<file path="src/rtl/store_narrow_pkg.sv">
`default_nettype none
// ============================================================================
// Module   : store_narrow_pkg
// Purpose  : Shared definitions for the store narrowing / lane-alignment
//            block: size encodings, byte-enable constants, FIFO entry type
//            and the store-value overflow check.
// Revision : 1.0  initial release
// ============================================================================
package store_narrow_pkg;

  localparam logic [1:0] SZ_BYTE = 2'b00;
  localparam logic [1:0] SZ_HALF = 2'b01;
  localparam logic [1:0] SZ_WORD = 2'b10;
  localparam logic [1:0] SZ_RSVD = 2'b11;

  localparam logic [3:0] BE_NONE    = 4'b0000;
  localparam logic [3:0] BE_BYTE0   = 4'b0001;
  localparam logic [3:0] BE_LO_HALF = 4'b0011;
  localparam logic [3:0] BE_HI_HALF = 4'b1100;
  localparam logic [3:0] BE_WORD    = 4'b1111;

  // Entries always carry a full 32-bit address; narrower ADDR_W values use
  // the low bits.
  localparam int ENTRY_ADDR_W = 32;
  localparam int ENTRY_DATA_W = 32;

  typedef struct packed {
    logic [ENTRY_ADDR_W-1:0] addr;
    logic [ENTRY_DATA_W-1:0] data;
    logic [3:0]              byte_en;
    logic                    ovf;
  } entry_t;

  // True when the register value does not fit in the store width.
  // Signed: every bit from the sign position of the narrow type upward must
  // match. Unsigned: every bit above the narrow type must be zero.
  function automatic logic ovf_check(input logic [1:0]  size,
                                     input logic [31:0] data,
                                     input logic        is_signed);
    logic res;
    res = 1'b0;
    case (size)
      SZ_BYTE: res = is_signed ? !((&data[31:7]) || !(|data[31:7]))
                               : (|data[31:8]);
      SZ_HALF: res = is_signed ? !((&data[31:15]) || !(|data[31:15]))
                               : (|data[31:16]);
      default: res = 1'b0;
    endcase
    return res;
  endfunction

endpackage
`default_nettype wire

</file>
<file path="src/rtl/store_narrow_lane_align.sv">
`default_nettype none
// ============================================================================
// Module   : narrow_lane_align
// Purpose  : Combinational narrowing of a register value onto the memory
//            byte lanes with byte-enable generation and alignment check.
// Ports    : i_size    - store size (byte/half/word/reserved)
//            i_addr_lo - byte offset within the word
//            i_data    - register value
//            o_data    - lane-aligned data, unused lanes zero
//            o_byte_en - byte enables, bit i covers bits [8i+7:8i]
//            o_legal   - request is naturally aligned and size is defined
// Revision : 1.0  initial release
// ============================================================================
module narrow_lane_align
  import store_narrow_pkg::*;
(
  input  logic [1:0]  i_size,
  input  logic [1:0]  i_addr_lo,
  input  logic [31:0] i_data,
  output logic [31:0] o_data,
  output logic [3:0]  o_byte_en,
  output logic        o_legal
);

  always_comb begin
    o_data    = '0;
    o_byte_en = BE_NONE;
    o_legal   = 1'b0;
    case (i_size)
      SZ_BYTE: begin
        o_legal   = 1'b1;
        o_data    = {24'd0, i_data[7:0]} << {i_addr_lo, 3'b000};
        o_byte_en = BE_BYTE0 << i_addr_lo;
      end
      SZ_HALF: begin
        o_legal = !i_addr_lo[0];
        if (i_addr_lo[1]) begin
          o_data    = {i_data[15:0], 16'd0};
          o_byte_en = BE_HI_HALF;
        end else begin
          o_data    = {16'd0, i_data[15:0]};
          o_byte_en = BE_LO_HALF;
        end
      end
      SZ_WORD: begin
        o_legal   = (i_addr_lo == 2'b00);
        o_data    = i_data;
        o_byte_en = BE_WORD;
      end
      default: begin
        o_legal   = 1'b0;
      end
    endcase
  end

endmodule
`default_nettype wire

</file>
<file path="src/rtl/store_narrow.sv">
`default_nettype none
// ============================================================================
// Module   : store_narrow
// Purpose  : Narrows a register value to byte/half/word, aligns it onto the
//            data-memory byte lanes, generates byte enables and queues the
//            result in a DEPTH-entry FIFO. Misaligned or reserved-size
//            requests are consumed and flagged with a one-cycle error pulse.
// Config   : STORE_NARROW_OVF_CHECK_EN - when defined, each entry records
//            whether the value fits the store width (outOvf); otherwise
//            outOvf is constant zero.
// Params   : DATA_W (32 only), ADDR_W (<=32), DEPTH (power of two, >=2)
// Ports    : clk, reset (sync, active-high)
//            inValid/inReady, inAddr, inData, inSize, inSigned - request
//            outValid/outReady, outAddr, outData, outByteEn, outOvf - head
//            misalignErr - one-cycle pulse after a rejected request
// Revision : 1.0  initial release
// ============================================================================
module store_narrow
  import store_narrow_pkg::*;
#(
  parameter int DATA_W = 32,
  parameter int ADDR_W = 32,
  parameter int DEPTH  = 2
) (
  input  logic              clk,
  input  logic              reset,
  input  logic              inValid,
  output logic              inReady,
  input  logic [ADDR_W-1:0] inAddr,
  input  logic [DATA_W-1:0] inData,
  input  logic [1:0]        inSize,
  input  logic              inSigned,
  output logic              outValid,
  input  logic              outReady,
  output logic [ADDR_W-1:0] outAddr,
  output logic [DATA_W-1:0] outData,
  output logic [3:0]        outByteEn,
  output logic              outOvf,
  output logic              misalignErr
);

  localparam int PTR_W = (DEPTH > 1) ? $clog2(DEPTH) : 1;
  localparam int CNT_W = PTR_W + 1;

  entry_t             r_mem [DEPTH];
  logic [PTR_W-1:0]   r_wr_ptr;
  logic [PTR_W-1:0]   r_rd_ptr;
  logic [CNT_W-1:0]   r_count;
  logic               r_err;

  logic [31:0]        w_al_data;
  logic [3:0]         w_al_be;
  logic               w_legal;
  logic               w_ovf;
  logic               w_accept;
  logic               w_push;
  logic               w_pop;
  entry_t             w_new;
  entry_t             w_head;

  narrow_lane_align u_align (
    .i_size    (inSize),
    .i_addr_lo (inAddr[1:0]),
    .i_data    (inData),
    .o_data    (w_al_data),
    .o_byte_en (w_al_be),
    .o_legal   (w_legal)
  );

`ifdef STORE_NARROW_OVF_CHECK_EN
  assign w_ovf = ovf_check(inSize, inData, inSigned);
`else
  // Signedness only matters to the overflow check.
  logic w_unused_signed;
  assign w_unused_signed = inSigned;
  assign w_ovf           = 1'b0;
`endif

  // inReady depends only on occupancy, so a full FIFO never accepts even if
  // the head is being popped in the same cycle.
  assign inReady  = (r_count < CNT_W'(DEPTH));
  assign outValid = (r_count != '0);

  // Illegal requests still complete the handshake; they just never enter
  // the FIFO.
  assign w_accept = inValid && inReady;
  assign w_push   = w_accept && w_legal;
  assign w_pop    = outValid && outReady;

  always_comb begin
    w_new         = '0;
    w_new.addr    = ENTRY_ADDR_W'({inAddr[ADDR_W-1:2], 2'b00});
    w_new.data    = w_al_data;
    w_new.byte_en = w_al_be;
    w_new.ovf     = w_ovf;
  end

  always_ff @(posedge clk) begin
    if (w_push) begin
      r_mem[r_wr_ptr] <= w_new;
    end
  end

  always_ff @(posedge clk) begin
    if (reset) begin
      r_wr_ptr <= '0;
      r_rd_ptr <= '0;
      r_count  <= '0;
      r_err    <= 1'b0;
    end else begin
      r_err <= w_accept && !w_legal;
      if (w_push) begin
        r_wr_ptr <= r_wr_ptr + 1'b1;
      end
      if (w_pop) begin
        r_rd_ptr <= r_rd_ptr + 1'b1;
      end
      case ({w_push, w_pop})
        2'b10:   r_count <= r_count + 1'b1;
        2'b01:   r_count <= r_count - 1'b1;
        default: r_count <= r_count;
      endcase
    end
  end

  // Head fields are forced to zero while the FIFO is empty so stale entries
  // never reach memory-side logic and reset leaves all outputs at zero.
  assign w_head      = r_mem[r_rd_ptr];
  assign outAddr     = outValid ? w_head.addr[ADDR_W-1:0] : '0;
  assign outData     = outValid ? DATA_W'(w_head.data)    : '0;
  assign outByteEn   = outValid ? w_head.byte_en          : BE_NONE;
  assign outOvf      = outValid && w_head.ovf;
  assign misalignErr = r_err;

endmodule
`default_nettype wire

</file>
<file path="config.mk">
export PLATFORM = sky130hd
export DESIGN_NAME = store_narrow
export DESIGN_NICKNAME = d
export VERILOG_FILES = /design/src/rtl/store_narrow_pkg.sv /design/src/rtl/store_narrow_lane_align.sv /design/src/rtl/store_narrow.sv
export SDC_FILE = /design/constraint.sdc
export NUM_CORES = 1
export LEC_CHECK = 0
export ABC_AREA = 1
export CAP_MARGIN = 5
export CELL_PAD_IN_SITES_DETAIL_PLACEMENT = 1
export CELL_PAD_IN_SITES_GLOBAL_PLACEMENT = 1
export CORE_ASPECT_RATIO = 1.75
export CORE_MARGIN = 2
export CORE_UTILIZATION = 30
export DETAILED_ROUTE_END_ITERATION = 8
export PLACE_DENSITY_LB_ADDON = 0.15
export SYNTH_ARGS = -nofsm -noshare
export SYNTH_HDL_FRONTEND = slang
export SYNTH_SLANG_ARGS = --single-unit
</file>
<file path="constraint.sdc">
create_clock -name clk -period 9.58 [get_ports clk]
set_clock_uncertainty 0.15 [all_clocks]
set_input_delay 1.916 -clock clk [delete_from_list [all_inputs] [get_ports clk]]
set_output_delay 1.916 -clock clk [all_outputs]
set_load 0.02 [all_outputs]
</file>
==> After elaboration in Yosys (flattened, before gate mapping) <==
Memory sizes are Yosys's and may differ from the RTL's. A register that Yosys moved wholly into a read port is not among the register bits.
Cells that the tools add are included.
{ "totals": {"wordCells": 40, "n_memories": 1, "out_inout_bits": 72, "input_bits": 71, "ramBits": 132, "regBits": 5} }
{ "memory_table": {"columns": ["memory", "words", "width", "rd", "rd_ports_with_merged_regs", "wr", "line", "source"], "rows": [
  ["r_mem", 2, 66, 1, 1, 1, "store_narrow.sv:45", "entry_t r_mem [DEPTH];"]
]} }
{ "classes": {"mux": 13, "n_eq_ne": 4, "n_addsub": 4, "order_cmp": 1, "shift": 2, "reduce_logical": 11} }
{ "op_table": {"columns": ["op", "n"], "rows": [
  ["2-to-1 mux 32 bit", 3],
  ["one-hot mux 32 bit (3 select lines)", 1],
  ["left shift 8 x 5 -> 32 bit", 1],
  ["one-hot mux 4 bit (3 select lines)", 1],
  ["2-to-1 mux 4 bit", 2],
  ["== test 2 x 1 -> 1 bit (second input constant)", 2],
  ["== test 2 bit (second input constant)", 2],
  ["logical AND 1 bit", 4],
  ["logical NOT 2 bit", 2],
  ["2-to-1 mux 1 bit", 4],
  ["one-hot mux 2 bit (2 select lines)", 1],
  ["nonzero test 2 bit", 2],
  ["left shift 1 x 2 -> 4 bit (first input constant)", 1],
  ["one-hot mux 1 bit (3 select lines)", 1],
  ["adder 1 bit (second input constant)", 2],
  ["adder 2 x 1 -> 2 bit (second input constant)", 1],
  ["logical NOT 1 bit", 2],
  ["< comparator 2 bit (second input constant)", 1],
  ["subtractor 2 x 1 -> 2 bit (second input constant)", 1],
  ["logical AND 1 bit (second input constant)", 1]
]} }

==> Depth between registers and ports, before layout <==
Gate-level depths: netlist (run 1).
{ "depth": {"ltp_word": 5, "mapped_depth": 11} }

==> Cells and area by module <==
Synthesis (run 1) repeated with hierarchy kept, for this count alone.
{ "hier_totals": {"hier_cells": 597, "area_unflattened_um2": 6202.2} }
{ "modules_own_cells": {"columns": ["module", "seq_area_each_um2", "area_per_inst_um2", "cells_per_inst", "n_inst"], "rows": [
  ["store_narrow", 4083.9, 5253.8, 397, 1],
  ["narrow_lane_align", 0.0, 948.4, 200, 1]
]} }

==> Least setup slack after synthesis (run 1) <==
Ideal clock, no wire load.
{ "synth_timing": {"kind": "in2reg", "startpoint": "in inSize[0]", "endpoint": "mem r_mem[0][0] in the netlist's numbering (enable)", "path_slack_ps": 3813, "t_required_ps": 8940, "arrival_ps": 5127, "setup_time_ps": 490, "stages": 5, "path_cell_list": "nor2_1 nand2_2 nand2_2 nand2_1 nor2_1"} }
{ "synth_between": {"elab_chain_len": 5, "elab_cells_between_ends": 7} }
{ "synth_rtl": {"columns": ["item", "line", "source"], "rows": [
  ["start: declaration", "store_narrow.sv:31", "input logic [1:0] inSize,"],
  ["== test 2 bit, or another cell as far along", "store_narrow_lane_align.sv:29", "case (i_size)"],
  ["one-hot mux 1 bit (3 select lines) (*)", "store_narrow_lane_align.sv:29", null],
  ["logical AND 1 bit (*)", "store_narrow.sv:87", "assign w_push = w_accept && w_legal;"],
  ["2-to-1 mux 1 bit (*)", "store_narrow.sv:99", "if (w_push) begin"],
  ["2-to-1 mux 1 bit (not written as such) (*)", "store_narrow.sv:100", "r_mem[r_wr_ptr] <= w_new;"],
  ["end: declaration", "store_narrow.sv:45", null]
]} }
Every way passes the cells marked *; elsewhere a longest branch is shown, timed or not.

==> metrics.md, run 1 <==
| Metric | Value |
|---|---|
| Drt pass-1 iters | 4 |
| Chip width | 108.0 um |
| Area leader, netlist | edfxtp_1 |
| DRT iter0 DRCs | 147 |
| Setup violations, final | 0 |
| Final Hold Fails | 0 |
| Async SR Flop Fraction | 0% |
| Total global routing overflow | 0 |
| Leak | 2.789 nW |
| Crit share post-route | 54.70% |
| Worst Path Max Fanout | 67 |
| # diodes | 0 |
| Mapped Area | 5675 um2 |
| Initial Utilization | 30.55% |
| Slew HR | 40.92% |
| Row cnt | 66 |
| Top cell type's share of synthesized area | 69.84% |
| Critical path class | reg -> out |
| Largest net degree at the start of global routing | 68 |
| Pre-CTS setup slack | 4.515 ns |
| Arrival @ worst endpoint | 3.17 ns |
| Wire length per cell | 17.67 um |
| CTS Root Cell | clkbuf_16 |
| Worst vdd ir | 0.1254 mV |
| Post-Synthesis Cells | 497 |
| Core ar. | 18580 um2 |
| PostCTS Resize Cnt | 0 |
| Setup TNS | 0 ns |
| H-tree depth | 4 |
| Vias per cell | 4.677 |
| Die ar. | 20080 um2 |
| RSZ-0062 raised after global routing | no |
| Syn Area/Cell | 11.42 um2 |
| Routed via count | 4144 |
| Antenna Violating Nets Remaining | 0 |
| Max Clk Rate | 0.1908 GHz |
| P per Cell Area | 270.8 nW/um2 |
| Fin worst setup slack | 4.340 ns |
| DRC Markers | 0 |
| Post-CTS setup buffer count | 0 |
| Ys flop type | edfxtp_1 |
| Initial antenna violation count | 0 |
| Final GP Congestion | 0.8193 |
| Final Max Tran Viols | 0 |
| Hold_buf cts | 0 |
| WL final | 15.65 mm |
| Status | finished, final reports clean |
| FILL cells | 2031 |
| Clock Path Buffers | 2 |
| Commonest cells in the netlist | nand2_1, edfxtp_1, a21oi_1 |
| Yosys Warn Count | 0 |
| Area contributors post-synth | edfxtp_1, nand2_1, a21oi_1, dfxtp_1, buf_2 |
| Post-layout power | 2.131 mW |
| I/O Pins | 143 |
| Hpwl dp | 10.75 mm |
| Hold Crit Class | reg -> reg |
| Register area share after synthesis | 71.96% |
| Worst-path clk slew | 0.05 ns |
| Global-route wire length before repair | 24.38 mm |
| Post-synth EDFFs | 132 |
| Seq cells post-synth | 138 |
| Startpoint Class | flop |
| Vias in the first global route | 4620 |
| Latest clock arrival within the worst-skew pair | 0.41 ns |
| Top-count cell post-synth | nand2_1 |
| Worst EP required | 7.51 ns |
| Die height | 186.0 um |
| Max-capacitance violation count | 0 |
| Total CTS buffers | 17 |
| Syn-to-layout area delta | 38.67% |
| Share of layout cells above drive strength 1 | 7.253% |
| Setup crit end kind | output pin |
| Measured slew at the worst slew-check pin | 0.8841 ns |
| Final Critical Period | 5.240 ns |
| CTS tree | done |
| GRT Resource Usage Total | 16.22% |
| Distinct cells, synth | 24 |
| Port Buffers | 138 |
| Clk sinks | 138 |
| Fin nets | 708 |
[worst paths after layout]
path,startpoint,slack (ns),endpoint,depth (start not counted)
max,flop,4.34,outData[10],6
min,r_rd_ptr,0.32,r_rd_ptr,1
min reg2reg,r_rd_ptr,0.32,r_rd_ptr,1
max reg2reg,r_count[1],6.75,r_count[1],8
[critical path: stages (launching register included)]
cell	delay [ns]
dfxtp_2	0.31
buf_4	0.34
inv_2	0.56
buf_4	0.49
nand2_1	0.09
a21oi_1	0.24
clkdlybuf4s50_1	0.66
[state kept, by name, indices dropped and copies added (netlist names), named ones only]
name,count
r_mem,132
r_count,2
r_wr_ptr,1
misalignErr,1
r_rd_ptr,1
[through the flow]
stage	hold slack, ns	util [%]	area [um2]	instances
floorplan	0.2815	-	5683	499
global route	0.3539	42.36	7870	886
CTS	0.3159	42.36	7870	886
global placement	0.2868	39.22	7287	855
finish	0.3187	42.36	7870	886
detailed placement	0.2979	39.22	7287	855
[cells by family after synthesis]
kind of cell	after synthesis	synth area share [%]
other cells	1	0.06607
compound gates	106	10.10
flops	138	71.96
buf+inv	46	3.616
xor+xnor	1	0.1543
fa+ha+maj	1	0.2204
simple gates	204	13.89
[cell usage in the layout, fill, tap and decap left out, types with 2 or more instances in the layout]
cell type,n
nand2_1,181
clkdlybuf4s50_1,138
edfxtp_1,132
a21oi_1,85
clkbuf_16,17
inv_1,16
nor2_1,12
o21ai_0,10
o211ai_1,7
inv_2,5
dfxtp_1,5
buf_4,5
nand3_1,3
nand2_2,3
conb_1,3
bufinv_16,3
clkinv_4,3
clkinv_2,3
nor2_4,2
clkinvlp_4,2
clkinv_1,2
[layer usage]
| layer | wire [um] | global-route usage [%] | share of wire [%] | vias up |
|---|---|---|---|---|
| li1 | - | - | - | 1986 |
| met1 | 5988 | 16.94 | 38 | 2024 |
| met2 | 8612 | 30.79 | 55 | 118 |
| met3 | 713 | 3.782 | 4.6 | 16 |
| met4 | 340 | 6.256 | 2.2 | 0 |
| met5 | 0 | 0 | 0 | - |
[power by group]
part           internal (mW)  total (mW)  switching, mW
combinational          0.289       0.746          0.457
sequential             0.718       0.734         0.0167
clock                  0.405       0.651          0.245
total                   1.41        2.13          0.719
[area by class of cell]
type                            instances  area (um2)  share of cell area (%)
Timing Repair Buffer                  143        1419                   18.03
Multi-Input combinational cell        315        1406                   17.87
Clock buffer                           18       429.2                   5.453
Inverter                               21       78.83                   1.002
Sequential cell                       138        4085                   51.91
Clock inverter                         13       153.9                   1.955
Tap cell                              238       297.8                   3.784
No activity file was read; power rests on OpenSTA's default activity.
==> run 2: changes to the inputs <==
==> constraint.sdc (replaced) <==
create_clock -name clk -period 4.8 [get_ports clk]
set_clock_uncertainty 0.15 [all_clocks]
set_input_delay 0.96 -clock clk [delete_from_list [all_inputs] [get_ports clk]]
set_output_delay 0.96 -clock clk [all_outputs]
set_load 0.02 [all_outputs]
==> run 2 against run 1 <==
Against the previous run: sequential share of layout area is 0.31 points lower; worst setup slack worse by 3.1 ns; largest cell class unchanged; flip-flop and latch count stayed put; first-iteration DRC count is 2.0% lower; hold slack worse by 0.012 ns; total power is 99% higher; global-route usage is 0.29 points lower; critical path depth is 1 lower; routed wire length is 1.6% lower; core utilization is 0.26 points higher; sequential power is 100% higher; via count is 0.24% higher.
==> metrics.md, run 2 (synthesis results as in run 1) <==
| Metric | Value |
|---|---|
| Biggest registers after layout | r_mem: 132 flops, r_count: 2 flops |
| Setup crit end kind | output pin |
| Buf/Inv on CP | 3 (-1) |
| Arrival @ worst endpoint | 2.48 ns (-0.69 ns) |
| Hold Startpoint | r_rd_ptr |
| Total CTS buffers | 17 (unchanged) |
| GRT Resource Usage Total | 15.94% (-0.29 points) |
| I/O Pins | 143 (unchanged) |
| Critical path class | reg -> out |
| Hpwl dp | 10.67 mm (-0.79%) |
| CTS Root Cell | clkbuf_16 |
| Leak | 2.804 nW (+0.54%) |
| Fin worst setup slack | 1.213 ns (-3.127 ns) |
| Drt pass-1 iters | 4 (unchanged) |
| Initial Utilization | 30.55% (unchanged) |
| Post-CTS setup buffer count | 0 (unchanged) |
| Slowest cell delay on critical path | 0.64 ns (-0.02 ns) |
| Crit share post-route | 74.74% |
| Worst vdd ir | 0.2238 mV (+78%) |
| DRC Markers | 0 (unchanged) |
| Number of flip-flops under the largest register name | 132 (unchanged) |
| Syn-to-layout area delta | 39.51% |
| Pre-CTS setup slack | 1.166 ns (-3.349 ns) |
| Worst EP required | 3.69 ns (-3.82 ns) |
| WL final | 15.40 mm (-1.6%) |
| Final Critical Period | 3.587 ns |
| Worst-path clk slew | 0.06 ns (about the same) |
| Startpoint Class | flop |
| Share of layout cells above drive strength 1 | 7.834% (+0.58 points) |
| Max-capacitance violation count | 0 (unchanged) |
| CTS tree | done |
| Hold_buf cts | 0 (unchanged) |
| RSZ-0062 raised after global routing | no |
| FF-to-FF setup slack | 2.47 ns (-4.28 ns) |
| Storage element area | 4085 um2 (unchanged) |
| Non-Filler Instances | 889 (+0.34%) |
| Routed via count | 4154 (+0.24%) |
| Vias per cell | 4.673 (about the same) |
| Fin util | 42.61% (+0.26 points) |
| Final GP Congestion | 0.8152 (-0.50%) |
| Antenna Violating Nets Remaining | 0 (unchanged) |
| Die height | 186.0 um (unchanged) |
| Slew HR | 50.38% (+9.5 points) |
| Fin nets | 710 (+0.28%) |
| Chip width | 108.0 um (unchanged) |
| Setup violations, final | 0 (unchanged) |
| Final Max Tran Viols | 0 (unchanged) |
| Top Family by Delay on Critical Path | buffers and inverters |
| Vias in the first global route | 4456 (-3.5%) |
| Die ar. | 20080 um2 (unchanged) |
| Total placed cells including tap cells | 857 (+0.23%) |
| Max Clk Rate | 0.2788 GHz |
| Global-route wire length before repair | 23.89 mm (-2.0%) |
| P per Cell Area | 536.0 nW/um2 (+98%) |
| Worst Hold Depth | 1 (unchanged) |
| Wire length per cell | 17.32 um (-2.0%) |
| H-tree depth | 4 (unchanged) |
| Initial antenna violation count | 0 (unchanged) |
| Worst Reg-to-Reg Cells | 8 (unchanged) |
| Measured slew at the worst slew-check pin | 0.7443 ns (-0.1398 ns) |
| Status | finished, final reports clean |
| Hold Worst Slack | 0.3072 ns (-0.01150 ns) |
| Latest clock arrival within the worst-skew pair | 0.40 ns (about the same) |
| Row cnt | 66 (unchanged) |
| RR Startpoint | r_count[1] |
| Clock Path Buffers | 2 (unchanged) |
| Commonest non-fill, non-tap cell in the layout | nand2_1 |
| Reg2Reg Capture Point | r_count[1] |
| Largest net degree at the start of global routing | 67 (-1.5%) |
| Footprint of the multi-input gates | 1406 um2 (unchanged) |
| Total global routing overflow | 0 (unchanged) |
| FILL cells | 2026 (-0.25%) |
| Worst Path Max Fanout | 32 (-52%) |
| Crit path cell chain | inv_2, buf_4, nand2_1, a21oi_1, clkdlybuf4s50_1 |
| Hold Crit Class | reg -> reg |
| Core ar. | 18580 um2 (unchanged) |
| Setup TNS | 0 ns (unchanged) |
| Clk sinks | 138 (unchanged) |
| Port Buffers | 138 (unchanged) |
| DP Area | 7340 um2 (+0.72%) |
| Most frequent cells in the layout | nand2_1, clkdlybuf4s50_1, edfxtp_1 |
| # diodes | 0 (unchanged) |
| DRT iter0 DRCs | 144 (-2.0%) |
| PostCTS Resize Cnt | 0 (unchanged) |
| Biggest register | r_mem |
| Final Hold Fails | 0 (unchanged) |
| Final Cell Area | 7918 um2 (+0.60%) |
| Post-layout power | 4.244 mW (+99%) |
| Worst path slowest cell | clkdlybuf4s50_1 |
## run 2: worst max-delay path by stage
stage | from | to | slack, ns | depth (start not counted)
finish | flop | outData[29] | 1.21 | 5
global route | flop | outAddr[3] | 1.00 | 5
CTS | flop | outData[29] | 1.12 | 5
detailed placement | inSize[1] | r_mem[1][12] | 1.17 | 7
global placement | inSize[1] | r_mem[1][12] | 1.25 | 7
floorplan | inSize[0] | r_mem[0][0] | 1.09 | 5
## run 2: power by group
group	switching (mW)	total [mW]	leakage, nW	internal, mW
sequential	0.0341	1.47	1.27	1.43
clock	0.494	1.26	0.274	0.767
combinational	0.918	1.52	1.26	0.600
## run 2: final cells by class
class / instances / share of cell area (%)
Sequential cell: 138 / 51.60
Timing Repair Buffer: 145 / 18.58
Multi-Input combinational cell: 315 / 17.76
Clock buffer: 18 / 5.420
Tap cell: 238 / 3.761
Clock inverter: 14 / 1.881
Inverter: 21 / 0.9956
## run 2: metal layers
layer,vias to the layer above,share of wire [%],GRT usage [%]
li1,1993,-,-
met1,2013,39,17.95
met2,130,54,29.01
met3,18,4.6,3.536
met4,0,2.0,6.000
met5,-,0,0
